`src/rtl/sr_chk_pkg.sv`:
```
// Shared definitions for the PRBS7 serial checker: state encoding, LFSR taps,
// counter widths and saturating increment helpers.
package sr_chk_pkg;

  typedef logic [1:0] state_t;

  localparam state_t ST_SEED   = 2'd0;
  localparam state_t ST_VERIFY = 2'd1;
  localparam state_t ST_LOCKED = 2'd2;

  // PRBS7, x^7 + x^6 + 1: prediction is lfsr[6] ^ lfsr[5]
  localparam int unsigned PRBS_LEN = 7;
  localparam int unsigned TAP_HI   = 6;
  localparam int unsigned TAP_LO   = 5;

  localparam int unsigned ERR_CNT_W  = 8;
  localparam int unsigned BIT_CNT_W  = 16;
  localparam int unsigned SEED_CNT_W = 3;

  function automatic logic [ERR_CNT_W-1:0] err_inc(input logic [ERR_CNT_W-1:0] v);
    return (&v) ? v : v + 1'b1;
  endfunction

  function automatic logic [BIT_CNT_W-1:0] bit_inc(input logic [BIT_CNT_W-1:0] v);
    return (&v) ? v : v + 1'b1;
  endfunction

endpackage

```
`src/rtl/prbs7_lfsr.sv`:
```
// PRBS7 shift register; shifts in either an external bit (seeding and
// self-synchronising check) or its own prediction (free-running check).
module prbs7_lfsr
  import sr_chk_pkg::*;
(
  input  logic                clk,
  input  logic                rst,
  input  logic                shift_en,
  input  logic                sel_ext,
  input  logic                ext_bit,
  output logic                pred,
  output logic [PRBS_LEN-1:0] nxt
);

  logic [PRBS_LEN-1:0] lfsr_q, lfsr_d;
  logic                in_bit;

  assign pred = lfsr_q[TAP_HI] ^ lfsr_q[TAP_LO];
  assign nxt  = lfsr_d;

  always_comb begin
    in_bit = sel_ext ? ext_bit : pred;
    lfsr_d = lfsr_q;
    if (shift_en) begin
      lfsr_d = {lfsr_q[PRBS_LEN-2:0], in_bit};
    end
  end

  always_ff @(posedge clk) begin
    if (rst) begin
      lfsr_q <= '0;
    end else begin
      lfsr_q <= lfsr_d;
    end
  end

endmodule

```
`config.mk`:
```
export PLATFORM = sky130hd
export DESIGN_NAME = prbs7_lfsr
export DESIGN_NICKNAME = d
export VERILOG_FILES = /design/src/rtl/sr_chk_pkg.sv /design/src/rtl/prbs7_lfsr.sv
export SDC_FILE = /design/constraint.sdc
export NUM_CORES = 1
export LEC_CHECK = 0
export CAP_MARGIN = 10
export CORE_AREA = 4 4 41 43
export DETAILED_ROUTE_END_ITERATION = 10
export DIE_AREA = 0 0 45 47
export DONT_BUFFER_PORTS = 1
export HOLD_SLACK_MARGIN = 0.1
export SYNTH_ARGS = -nofsm -noshare
export SYNTH_HDL_FRONTEND = slang
export SYNTH_SLANG_ARGS = --single-unit
export TNS_END_PERCENT = 100
```
`constraint.sdc`:
```
create_clock -name clk -period 1.9 [get_ports clk]
set_clock_uncertainty 0.15 [all_clocks]
set_input_delay 0.285 -clock clk [delete_from_list [all_inputs] [get_ports clk]]
set_output_delay 0.285 -clock clk [all_outputs]
set_load 0.05 [all_outputs]
```
==> metrics list <==
* Outcome: completed
* Fillcell total: 146
* DP Worst Slack: 0.5345 ns
* Most frequent cells after synthesis: 7 x sky130_fd_sc_hd__dfxtp_1, 6 x sky130_fd_sc_hd__mux2_4, 4 x sky130_fd_sc_hd__and2b_1
- The die covers 0.002115 mm^2.
- The area growth from synthesis to layout is 23.38%.
- For this run, the share of the core covered by cells in the final layout is between 30% and 40%.
- Once the floorplan was initialized, standard cells occupied 26.73% of the core.
- For this run, the top clock speed supported by timing is 609.7 MHz.
- The worst hold path belongs to the class input port to register.
- Antenna violations before repair: 0
- Setup violations remaining at the end of the flow were counted as 0.
- Dividing the final minimum period by the clock period gives 86.32%.
* Cell count after placement: 44
* Register with the highest flop count: lfsr_q
- Synth async-reset ratio: 0%
- Traced cell by cell, the critical path runs through xnor2_1 > o211ai_1 > buf_4.
- For hold timing, the worst endpoint is lfsr_q[0].
- For this design the top-level I/O count stands at 13.
- For this run, design rule violations remaining after detail routing come to 0.
- The largest registers in the layout are lfsr_q (7).
- Routability-driven placement finished with a final weighted congestion of ~0.66.
- In this run the worst path has a maximum fanout of 3.
- Total nets after synthesis: 34
- Of the post-synthesis cell area, the dominant cell type holds 40.29%.
- Largest cells by area after synthesis: sky130_fd_sc_hd__dfxtp_1 40%, sky130_fd_sc_hd__mux2_4 26%, sky130_fd_sc_hd__and2b_1 8.6%, sky130_fd_sc_hd__nand2b_1 3.6%, sky130_fd_sc_hd__nor2b_1 3.6%
- Number of core rows: 13
- In the routed layout, each cell is associated on average with a via count of 4.596.
- The finished layout holds 52 standard cells, fillers aside.
- Maximum capacitance violations: 0
* Worst endpoint data arrival time: 1.21 ns
* Highest-delay cell along the critical path: sky130_fd_sc_hd__dfxtp_1
- Via count of the routed design: 239
* Wire length per cell after detailed routing: 13.35 um
- Counting cells, the worst reg-to-reg path comes to 2.
* Critical path data required time: 1.46 ns
- Detailed-placement wirelength estimate: 499.5 um
- Critical Path Start Type: register
* Slowest Stage Delay on Critical Path: 0.32 ns
* Power density over the cells: about 730 mW/mm^2
- In this run the tool buffered the top-level ports with 0 buffer cells.
* Count of mapped cells out of synthesis: 29
- For this design the static power due to leakage is roughly 0.19 nW.
- TritonCTS Buffers: 3
- The netlist uses 13 different library cells.
- Entering global routing, the biggest net connects 12 pins.
* Cell with the most instances after synthesis: sky130_fd_sc_hd__dfxtp_1
- In this run the cell area of the synthesized design comes to 347.8 um^2.
- The clock net in this run drives a total of 7 sinks.
- Across the VDD grid, the largest voltage drop is 0.0003351 V.
* Setup tns final: 0 ns
- Average size of a mapped cell: roughly 12 um^2
- Die W: 45 um
- The die is ~47 um tall.
- Ratio of cells with drive above 1 in the final layout: ~27%
- The number of global-route vias before repair came to 265.
* Clock period minus final worst setup slack: between 1.5 and 2 ns
* Warnings from Yosys: 0
- Worst slew margin relative to its limit: just over 70%
- CTS placed an instance of sky130_fd_sc_hd__clkbuf_4 at the clock tree root.
- The largest total area in the synthesized netlist belongs to sky130_fd_sc_hd__dfxtp_1.
- For this run, the leading register cell type out of synthesis is sky130_fd_sc_hd__dfxtp_1.
* Global routing usage summed across all routing layers: ~8%
- Clock-pin slew on the worst setup and hold paths: 0.05 ns
- Slew at the pin with the worst max-slew slack: between 0.4 and 0.5 ns
* Iter 0 DRT Violations: 0
* Clock latency on the worst-skew pair: 0.25 ns
* CTS tree: yes
- CTS built an H-tree with a depth of 1.
- Overall power consumption: 0.0003133 W
- The critical path in this run is classified as register to output port.
* Setup repair after global routing missed its margin: no
* Hold Path Cell Cnt: 2
* Number of flip-flops in the largest register: 7
- In this run the register-to-register setup slack is 0.78 ns.
* Final hold violation count: 0
* R2R Path Start: lfsr_q[5]
* Count of TritonRoute iterations in the first routing pass: 1
- Summing the sequential cell areas from Yosys gives 40.29% of the chip area.
- Global-route wire length before repair: approximately 1100 um
- After the last flow step, the layout net total stands at 43.
* Aggregate routed wire length: 694 um
* Antenna-violating nets left: 0
- Counting along the longest clock path gives a buffer depth of 2.
- Total global routing overflow: 0
- 0 antenna diodes ended up in the layout.
* Worst reg2reg path endpoint: lfsr_q[5]
* Hold wc startpoint: rst
- The worst path meets setup with between 0.2 and 0.3 ns of slack.
- Number of slew-limit violations in the final report: 0
- Core region area: 0.001301 mm^2
* Number of register bits inferred by synthesis: 7
- Counting flops with a built-in enable in the synthesized netlist gives 0.
- STA classifies the critical path endpoint as an output port.
[power breakdown]
part | total (W) | leakage [nW] | switching (W) | internal, W
registers | 0.000149 | 0.0565 | 0.000000848 | 0.000149
clock network | 0.000134 | 0.0150 | 0.0000535 | 0.0000801
logic | 0.0000303 | 0.120 | 0.0000152 | 0.0000151
total | 0.000313 | 0.192 | 0.0000695 | 0.000244
[cell families after synthesis]
kind of cell	count (synthesis)	share of synthesized area [%]
simple gates	11	22.30
flops	7	40.29
mux	6	25.90
compound gates	2	4.678
buf+inv	2	4.315
xor+xnor	1	2.518
[layout make-up]
cell class              count  area, um^2  area share [%]
well taps                  15       18.77           4.373
clock buffers               4       26.28           6.122
multi-input cells          20       192.7           44.90
repair buffers              5       47.55           11.08
flip-flops and latches      7       140.1           32.65
inverters                   1       3.754          0.8746
[worst max-delay path by stage]
stage                         start  slack, ns  endpoint
after floorplan           lfsr_q[5]       0.20    nxt[0]
after global placement    lfsr_q[5]       0.57    nxt[0]
after detailed placement  lfsr_q[5]       0.53    nxt[0]
after CTS                 lfsr_q[5]       0.25    nxt[0]
after global routing      lfsr_q[5]       0.18    nxt[0]
final                     lfsr_q[5]       0.26    nxt[0]
[cells in the final DEF, fill, tap and decap left out]
master                          n
sky130_fd_sc_hd__and2b_1        4
sky130_fd_sc_hd__buf_4          1
sky130_fd_sc_hd__clkbuf_1       1
sky130_fd_sc_hd__clkbuf_4       3
sky130_fd_sc_hd__dfxtp_1        7
sky130_fd_sc_hd__dlygate4sd3_1  4
sky130_fd_sc_hd__inv_1          1
sky130_fd_sc_hd__mux2_4         6
sky130_fd_sc_hd__nand2b_1       2
sky130_fd_sc_hd__nand3_1        1
sky130_fd_sc_hd__nand4b_1       1
sky130_fd_sc_hd__nor2b_1        2
sky130_fd_sc_hd__o211ai_1       1
sky130_fd_sc_hd__o221ai_1       1
sky130_fd_sc_hd__or3b_1         1
sky130_fd_sc_hd__xnor2_1        1
[worst max-delay path, delay by kind of cell, from the launching register on]
family                 cells  cell delay [ns]
flip-flops                 1             0.32
XOR/XNOR                   1             0.27
buffers and inverters      1             0.21
AO/OA/AOI/OAI              1             0.15
[per-stage QoR]
step	cell area, um^2	hold slack [ns]
6_report	429.2	0.1387
3_5_place_dp	362.8	0.2096
2_1_floorplan	347.8	0.2066
4_1_cts	429.2	0.1172
5_1_grt	429.2	0.1438
3_3_place_gp	362.8	0.2098
[metal layers]
layer  part of all wire, %  global-route usage [%]  vias up
li1                      -                       -      117
met1                    38                   7.306      113
met2                    53                   13.28        9
met3                   8.9                   2.682        0
met4                     0                   8.772        0
met5                     0                       0        -
[timing repair]
item / CTS / global route
buffers inserted: 0 / 0
hold buffers: 4 / 0
endpoints found under the hold margin: 7 / 0
endpoints found under the setup margin: 0 / 0
gates resized for setup: 0 / 0
Power figures use the tool's default switching activity.
